[src/rtl/stdp_update_scheduler_pkg.sv]
// Shared types and the base-2 STDP magnitude function for the update scheduler.
package stdp_pkg;

    localparam int DEF_W_WIDTH = 16;
    localparam int DEF_T_WIDTH = 8;

    typedef enum logic {
        LTD = 1'b0,
        LTP = 1'b1
    } stdp_type_e;

    typedef enum logic [1:0] {
        IDLE  = 2'd0,
        CALC  = 2'd1,
        WRITE = 2'd2
    } sched_state_e;

    // delta_w = amp >> (dt >> tau_shift), zero once the shift reaches the weight width
    function automatic logic [31:0] stdp_delta(input logic [31:0] amp,
                                               input logic [31:0] dt,
                                               input int unsigned tau_shift,
                                               input int unsigned w_width);
        logic [31:0] sh;
        sh = dt >> tau_shift;
        if (sh >= w_width) begin
            return '0;
        end
        return amp >> sh;
    endfunction

endpackage

[src/rtl/stdp_update_scheduler_rr_arbiter.sv]
// Round-robin arbiter: grants the first requester at or after ptr, wrapping.
module rr_arbiter
    import stdp_pkg::*;
#(
    parameter int NUM_SYN = 8,
    parameter int IDX_W   = 3
) (
    input  logic [NUM_SYN-1:0] req,
    input  logic [IDX_W-1:0]   ptr,
    output logic [NUM_SYN-1:0] grant,
    output logic [IDX_W-1:0]   grant_idx
);

    localparam int unsigned N = NUM_SYN;

    // scan from the pointer outward and keep the first hit
    always_comb begin
        logic              found;
        logic [IDX_W-1:0]  cand;
        grant     = '0;
        grant_idx = '0;
        found     = 1'b0;
        cand      = '0;
        for (int unsigned k = 0; k < N; k++) begin
            cand = IDX_W'((32'(ptr) + k) % N);
            if (!found && req[cand]) begin
                found       = 1'b1;
                grant[cand] = 1'b1;
                grant_idx   = cand;
            end
        end
    end

endmodule

[src/rtl/stdp_update_scheduler.sv]
// Time-shared pair-based STDP engine: spike timers, pending LTP/LTD requests,
// round-robin service into an IDLE/CALC/WRITE read-modify-write on the weight file.
module stdp_update_scheduler
    import stdp_pkg::*;
#(
    parameter int NUM_SYN   = 8,
    parameter int IDX_W     = 3,
    parameter int W_WIDTH   = DEF_W_WIDTH,
    parameter int T_WIDTH   = DEF_T_WIDTH,
    parameter int WINDOW    = 255,
    parameter int A_PLUS    = 32,
    parameter int A_MINUS   = 32,
    parameter int TAU_SHIFT = 2,
    parameter logic [W_WIDTH-1:0] W_INIT = W_WIDTH'(100),
    parameter logic [W_WIDTH-1:0] W_MAX  = '1
) (
    input  logic               clk,
    input  logic               rst,
    input  logic [NUM_SYN-1:0] pre_spike,
    input  logic               post_spike,
    input  logic               learn_en,
    input  logic               cfg_we,
    input  logic [IDX_W-1:0]   cfg_addr,
    input  logic [W_WIDTH-1:0] cfg_wdata,
    output logic [W_WIDTH-1:0] rd_data,
    output logic               busy,
    output logic               upd_valid,
    output logic [IDX_W-1:0]   upd_idx,
    output logic               upd_ltp,
    output logic [W_WIDTH-1:0] upd_weight,
    output logic [15:0]        drop_cnt
);

    localparam logic [T_WIDTH-1:0] T_MAX  = '1;
    localparam logic [31:0]        WIN    = 32'(WINDOW);
    localparam int unsigned        TAU_U  = TAU_SHIFT;
    localparam int unsigned        WW_U   = W_WIDTH;

    logic [T_WIDTH-1:0] pre_time [NUM_SYN];
    logic [T_WIDTH-1:0] post_time;
    logic [T_WIDTH-1:0] dt_ltd   [NUM_SYN];
    logic [T_WIDTH-1:0] dt_ltp   [NUM_SYN];
    logic [W_WIDTH-1:0] weight   [NUM_SYN];
    logic [NUM_SYN-1:0] ltd_pend, ltp_pend, ltd_set, ltp_set, clr_ltd, clr_ltp;
    logic [NUM_SYN-1:0] req, gnt_onehot;
    logic [IDX_W-1:0]   gnt_idx, rr_ptr, cur_idx;
    logic [T_WIDTH-1:0] cur_dt;
    logic [W_WIDTH-1:0] cur_w, cur_dw, new_w;
    logic [W_WIDTH:0]   ltp_sum;
    logic [16:0]        drop_add, drop_sum;
    logic               grant_fire, serve_ltd;
    stdp_type_e         cur_type;
    sched_state_e       state, state_next;

    assign req     = ltd_pend | ltp_pend;
    assign rd_data = weight[cfg_addr];
    assign busy    = (state != IDLE) || (|req);

    rr_arbiter #(
        .NUM_SYN (NUM_SYN),
        .IDX_W   (IDX_W)
    ) u_arb (
        .req       (req),
        .ptr       (rr_ptr),
        .grant     (gnt_onehot),
        .grant_idx (gnt_idx)
    );

    // saturating spike timers; a spike restarts its timer at zero
    always_ff @(posedge clk or posedge rst) begin
        if (rst) begin
            post_time <= T_MAX;
            for (int unsigned i = 0; i < NUM_SYN; i++) pre_time[i] <= T_MAX;
        end else begin
            post_time <= post_spike ? '0 : ((post_time == T_MAX) ? T_MAX : post_time + 1'b1);
            for (int unsigned i = 0; i < NUM_SYN; i++)
                pre_time[i] <= pre_spike[i] ? '0 : ((pre_time[i] == T_MAX) ? T_MAX : pre_time[i] + 1'b1);
        end
    end

    // event capture against the pre-edge timer values, and overwrite counting
    always_comb begin
        ltd_set  = '0;
        ltp_set  = '0;
        drop_add = '0;
        for (int unsigned i = 0; i < NUM_SYN; i++) begin
            ltd_set[i] = learn_en & pre_spike[i] & (32'(post_time) < WIN);
            ltp_set[i] = learn_en & post_spike & (32'(pre_time[i]) < WIN);
            drop_add   = drop_add + 17'(ltd_set[i] & ltd_pend[i]) + 17'(ltp_set[i] & ltp_pend[i]);
        end
        drop_sum = {1'b0, drop_cnt} + drop_add;
    end

    // next state, grant decision and served-bit clears
    always_comb begin
        state_next = state;
        grant_fire = 1'b0;
        serve_ltd  = ltd_pend[gnt_idx];
        clr_ltd    = '0;
        clr_ltp    = '0;
        case (state)
            IDLE: begin
                if (|req) begin
                    grant_fire = 1'b1;
                    state_next = CALC;
                    if (serve_ltd) clr_ltd = gnt_onehot;
                    else           clr_ltp = gnt_onehot;
                end
            end
            CALC:    state_next = WRITE;
            WRITE:   state_next = IDLE;
            default: state_next = IDLE;
        endcase
    end

    // weight update: LTD floors at zero, LTP clamps at W_MAX using a carry bit
    always_comb begin
        ltp_sum = {1'b0, cur_w} + {1'b0, cur_dw};
        if (cur_type == LTP) new_w = (ltp_sum > {1'b0, W_MAX}) ? W_MAX : ltp_sum[W_WIDTH-1:0];
        else                 new_w = (cur_w > cur_dw) ? cur_w - cur_dw : '0;
    end

    // pending bits; a new set wins over a same-edge clear
    always_ff @(posedge clk or posedge rst) begin
        if (rst) begin
            ltd_pend <= '0;
            ltp_pend <= '0;
            for (int unsigned i = 0; i < NUM_SYN; i++) begin
                dt_ltd[i] <= '0;
                dt_ltp[i] <= '0;
            end
        end else begin
            ltd_pend <= (ltd_pend & ~clr_ltd) | ltd_set;
            ltp_pend <= (ltp_pend & ~clr_ltp) | ltp_set;
            for (int unsigned i = 0; i < NUM_SYN; i++) begin
                if (ltd_set[i]) dt_ltd[i] <= post_time;
                if (ltp_set[i]) dt_ltp[i] <= pre_time[i];
            end
        end
    end

    // saturating count of overwritten pending events
    always_ff @(posedge clk or posedge rst) begin
        if (rst) drop_cnt <= '0;
        else     drop_cnt <= (drop_sum > 17'h0FFFF) ? 16'hFFFF : drop_sum[15:0];
    end

    // FSM state register
    always_ff @(posedge clk or posedge rst) begin
        if (rst) state <= IDLE;
        else     state <= state_next;
    end

    // pipe registers; the weight is captured at grant so a same-edge host write is not seen
    always_ff @(posedge clk or posedge rst) begin
        if (rst) begin
            rr_ptr     <= '0;
            cur_idx    <= '0;
            cur_type   <= LTD;
            cur_dt     <= '0;
            cur_w      <= '0;
            cur_dw     <= '0;
            upd_valid  <= 1'b0;
            upd_idx    <= '0;
            upd_ltp    <= 1'b0;
            upd_weight <= '0;
        end else begin
            upd_valid <= 1'b0;
            if (grant_fire) begin
                cur_idx  <= gnt_idx;
                cur_type <= serve_ltd ? LTD : LTP;
                cur_dt   <= serve_ltd ? dt_ltd[gnt_idx] : dt_ltp[gnt_idx];
                cur_w    <= weight[gnt_idx];
                rr_ptr   <= (gnt_idx == IDX_W'(NUM_SYN - 1)) ? '0 : gnt_idx + 1'b1;
            end
            if (state == CALC)
                cur_dw <= W_WIDTH'(stdp_delta((cur_type == LTP) ? 32'(A_PLUS) : 32'(A_MINUS),
                                              32'(cur_dt), TAU_U, WW_U));
            if (state == WRITE) begin
                upd_valid  <= 1'b1;
                upd_idx    <= cur_idx;
                upd_ltp    <= (cur_type == LTP);
                upd_weight <= new_w;
            end
        end
    end

    // weight file: host writes only in IDLE, pipe commits in WRITE
    always_ff @(posedge clk or posedge rst) begin
        if (rst) begin
            for (int unsigned i = 0; i < NUM_SYN; i++) weight[i] <= W_INIT;
        end else if (state == IDLE && cfg_we) begin
            weight[cfg_addr] <= cfg_wdata;
        end else if (state == WRITE) begin
            weight[cur_idx] <= new_w;
        end
    end

endmodule
[config.mk]
export PLATFORM = sky130hd
export DESIGN_NAME = stdp_update_scheduler
export DESIGN_NICKNAME = d
export VERILOG_FILES = /design/src/rtl/stdp_update_scheduler_pkg.sv /design/src/rtl/stdp_update_scheduler_rr_arbiter.sv /design/src/rtl/stdp_update_scheduler.sv
export SDC_FILE = /design/constraint.sdc
export NUM_CORES = 1
export LEC_CHECK = 0
export ABC_AREA = 0
export CORE_UTILIZATION = 40
export DETAILED_ROUTE_END_ITERATION = 16
export GPL_TIMING_DRIVEN = 0
export PLACE_DENSITY_LB_ADDON = 0.3
export SYNTH_ARGS = -nofsm -noshare
export SYNTH_HDL_FRONTEND = slang
export SYNTH_SLANG_ARGS = --single-unit
[constraint.sdc]
create_clock -name clk -period 12 [get_ports clk]
set_clock_uncertainty 0.1 [all_clocks]
set_input_delay 1.8 -clock clk [delete_from_list [all_inputs] [get_ports clk]]
set_output_delay 1.8 -clock clk [all_outputs]
set_load 0.03 [all_outputs]
==> impl_metrics.env <==
export IMPL_preCtsSetupSlack_ns=3.38
export IMPL_maxCapViolCount=3
export IMPL_worst_slew_pin_slew_ns=1.51
export IMPL_grt_pass1_vias=19800
export IMPL_timing_final_ws_setup_ns=4.08
export IMPL_ys_seq_elements=386
export IMPL_viasPerCell=6.30
export IMPL_antenna_cells=0
export IMPL_yosys_warnings=0
export IMPL_routed_wl_um=83200
export IMPL_r2r_end="drop_cnt[11]$_DFF_PP0_"
export IMPL_io_pins=86
export IMPL_core_area_sq_um=54100
export IMPL_setup_viol=0
export IMPL_criticalPathCategory="in2reg"
export IMPL_max_freq_mhz=126
export IMPL_area_delta_synth_final_pct=15.4
export IMPL_ir_drop_v=0.000149
export IMPL_place_congestion=0.969
export IMPL_slew_viol_final=19
export IMPL_cp_max_fo=10
export IMPL_nFillCells=5148
export IMPL_ff2ff_path_depth=26
export IMPL_p_leak_uw=0.0102
export IMPL_clk_pin_slew_ns=0.06
export IMPL_synth_edf_count=0
export IMPL_first_pass_iters=6
export IMPL_drive_gt1_frac=0.128
export IMPL_placedInstanceArea_sq_um=23900
export IMPL_ys_flop_type="dfrtp_1"
export IMPL_min_period_ns=7.92
export IMPL_ys_types=86
export IMPL_ys_async_sr_fraction=1.00
export IMPL_hold_viol=0
export IMPL_synth_cells=2360
export IMPL_cts_tree="yes"
export IMPL_io_buffers=73
export IMPL_drc=0
export IMPL_die_h_um=237
export IMPL_die_area_sq_um=56000
export IMPL_cts_num_sinks=386
export IMPL_grt_max_degree=43
export IMPL_r2r_setup_slack_ns=4.42
export IMPL_synth_area_sq_um=22000
export IMPL_antenna_found_initial=1
export IMPL_place_hpwl_um=59800
export IMPL_cts_resized=0
export IMPL_start_util=0.407
export IMPL_cp_required_ns=12.37
export IMPL_rows=85
export IMPL_grt_usage=0.296
export IMPL_synth_nets=2443
export IMPL_clock_latency_ns=0.61
export IMPL_rsz0062_at_grt="no"
export IMPL_cp_arrival_ns=8.29
export IMPL_grt_pass1_wl_um=125000
export IMPL_dp_cells=3142
export IMPL_relSlewSlack=-0.0134
export IMPL_synth_seq_area_share=0.444
export IMPL_rr_startpoint="post_time[0]$_DFF_PP1_"
export IMPL_fin_crit_sh=0.660
export IMPL_layout_nets=2577
export IMPL_violations="capacitance limit, slew limit"
export IMPL_min_from="upd_weight[11]$_DFFE_PP0P_"
export IMPL_hold_end="upd_weight[11]$_DFFE_PP0P_"
export IMPL_ctsHoldBuffers=0
export IMPL_cts_buffers=45
export IMPL_outcome="finished, violations left"
export IMPL_num_vias=20300
export IMPL_instances_no_fill=3227
export IMPL_die_width_um=237
export IMPL_grt_ovfl_total=0
export IMPL_cts_buffer_depth=3
export IMPL_drtIter0Drc=2141
export IMPL_syn_area_per_cell_sq_um=9.33
export IMPL_postCtsSetupBuffers=0
export IMPL_critPathLaunchType="input port"
export IMPL_setup_tns_ns=0
export IMPL_power_density_nw_per_um2=161
export IMPL_drtAntennaViolNets=0
export IMPL_endpoint_kind="flop"
export IMPL_htree_levels=2
export IMPL_final_area_sq_um=25400
export IMPL_cts_root_buffer="clkbuf_16"
export IMPL_whs_path_depth=2
export IMPL_hold_class="reg2reg"
export IMPL_wl_per_cell_um=25.8
[worst max-delay path by stage]
stage	endpoint	cells after the start	from	slack, ns
finish	drop_cnt[11]$_DFF_PP0_	24	learn_en	4.08
global route	drop_cnt[3]$_DFF_PP0_	24	learn_en	3.63
CTS	drop_cnt[3]$_DFF_PP0_	24	learn_en	4.01
detailed placement	drop_cnt[11]$_DFF_PP0_	24	learn_en	3.38
global placement	dt_ltp[31]$_DFFE_PP0P_	2	rst	2.31
floorplan	drop_cnt[10]$_DFF_PP0_	23	learn_en	4.89
[stage by stage]
stage | total power (uW) | utilization | hold slack, ns
floorplan | 2270 | - | 0.344
global placement | 2640 | 0.436 | 0.355
detailed placement | 2670 | 0.441 | 0.374
CTS | 4110 | 0.469 | 0.387
global route | 4280 | 0.469 | 0.409
finish | 4100 | 0.469 | 0.379
[worst max-delay path, stage by stage]
cell,delay (ns)
clkdlybuf4s50_1,0.49
and2_1,0.13
clkbuf_1,0.41
clkbuf_1,0.38
nand3_1,0.19
fa_1,0.57
inv_1,0.06
fa_1,0.51
inv_1,0.05
fa_1,0.48
inv_1,0.06
fa_1,0.50
fa_1,0.47
fa_1,0.42
a21oi_1,0.15
nor2_1,0.08
o21a_1,0.17
o21ai_0,0.26
nor2_1,0.13
nand2_1,0.15
nor2_1,0.09
nand4_1,0.22
clkbuf_1,0.40
nand2_1,0.11
[power by group]
part	total (uW)	switching, uW	leakage (uW)	internal (uW)
sequential	1710	192	0.00469	1510
clock	1430	596	0.000743	830
combinational	971	599	0.00476	372
[cell usage after synthesis, types with 19 or more instances]
cell      instances  area share
nand2_1         385       0.066
dfrtp_1         290        0.33
o21ai_0         192       0.044
clkbuf_1        143       0.024
a22oi_1         102       0.035
a21oi_1          96       0.022
dfstp_2          96        0.11
nor2_1           92       0.016
nand3_1          90       0.020
mux2_2           86       0.044
inv_1            68       0.012
o22a_1           63       0.025
a31oi_1          47       0.013
ha_1             37       0.021
o211ai_1         37       0.013
mux2i_1          35       0.016
nor3_1           35      0.0080
and3_1           33      0.0094
nand4_1          32      0.0091
xnor2_1          28       0.011
a211oi_1         27      0.0092
a32oi_1          25      0.0099
buf_1            19      0.0032
[per-layer routing]
| layer | wire length [um] | vias to the layer above | global-route usage |
|---|---|---|---|
| met5 | 13 | - | 0 |
| met4 | 4450 | 2 | 0.148 |
| met3 | 7930 | 225 | 0.0678 |
| met2 | 37200 | 1100 | 0.461 |
| met1 | 33600 | 10100 | 0.386 |
| li1 | - | 8962 | - |
[flip-flops by register name (all words and copies together), names as in the netlist, 8 cells and up]
name	count
weight	128
pre_time	64
dt_ltd	48
dt_ltp	48
cur_w	16
drop_cnt	16
upd_weight	16
ltd_pend	8
ltp_pend	8
post_time	8
[placed cells by master (no fill, tap or decap), drive strengths merged, types with 13 or more instances in the layout]
cell type,Yosys,final
a211oi,27,27
and2,19,19
mux2i,35,35
nand2,386,386
xor2,15,15
and3,33,33
mux2,87,87
dfrtp,290,290
o22a,63,63
xnor2,28,28
clkdlybuf4s50,0,73
nor3,37,37
o211ai,38,38
a32oi,25,25
a21oi,97,97
inv,71,72
dfstp,96,96
ha,37,37
nand4,32,32
a32o,13,13
a31oi,47,47
fa,14,14
o21ai,198,198
a22oi,102,102
clkbuf,143,214
mux4,14,14
buf,29,42
nor2,92,92
o21a,15,15
nand3,90,90
or2,19,19
[kinds of logic (layout without fill, tap and decap cells)]
family	Yosys count	count (layout)	share of synthesized area
adders and majority gates	51	51	0.0338
AOI/OAI and AO/OA	730	730	0.225
xor gates and xnor gates	43	43	0.0180
muxes	136	136	0.0747
buffers and inverters	244	415	0.0435
DFF	386	386	0.444
and+or+nand+nor	770	770	0.161
[area by class of cell]
| cell class | count | area, sq um | area share |
|---|---|---|---|
| Buffer | 172 | 684 | 0.0269 |
| Clock buffer | 70 | 1320 | 0.0520 |
| Clock inverter | 14 | 206 | 0.00813 |
| Inverter | 72 | 277 | 0.0109 |
| Multi-Input combinational cell | 1730 | 11300 | 0.445 |
| Sequential cell | 386 | 9780 | 0.385 |
| Tap cell | 696 | 871 | 0.0343 |
| Timing Repair Buffer | 87 | 965 | 0.0380 |
(Power assumes the default switching activity.)
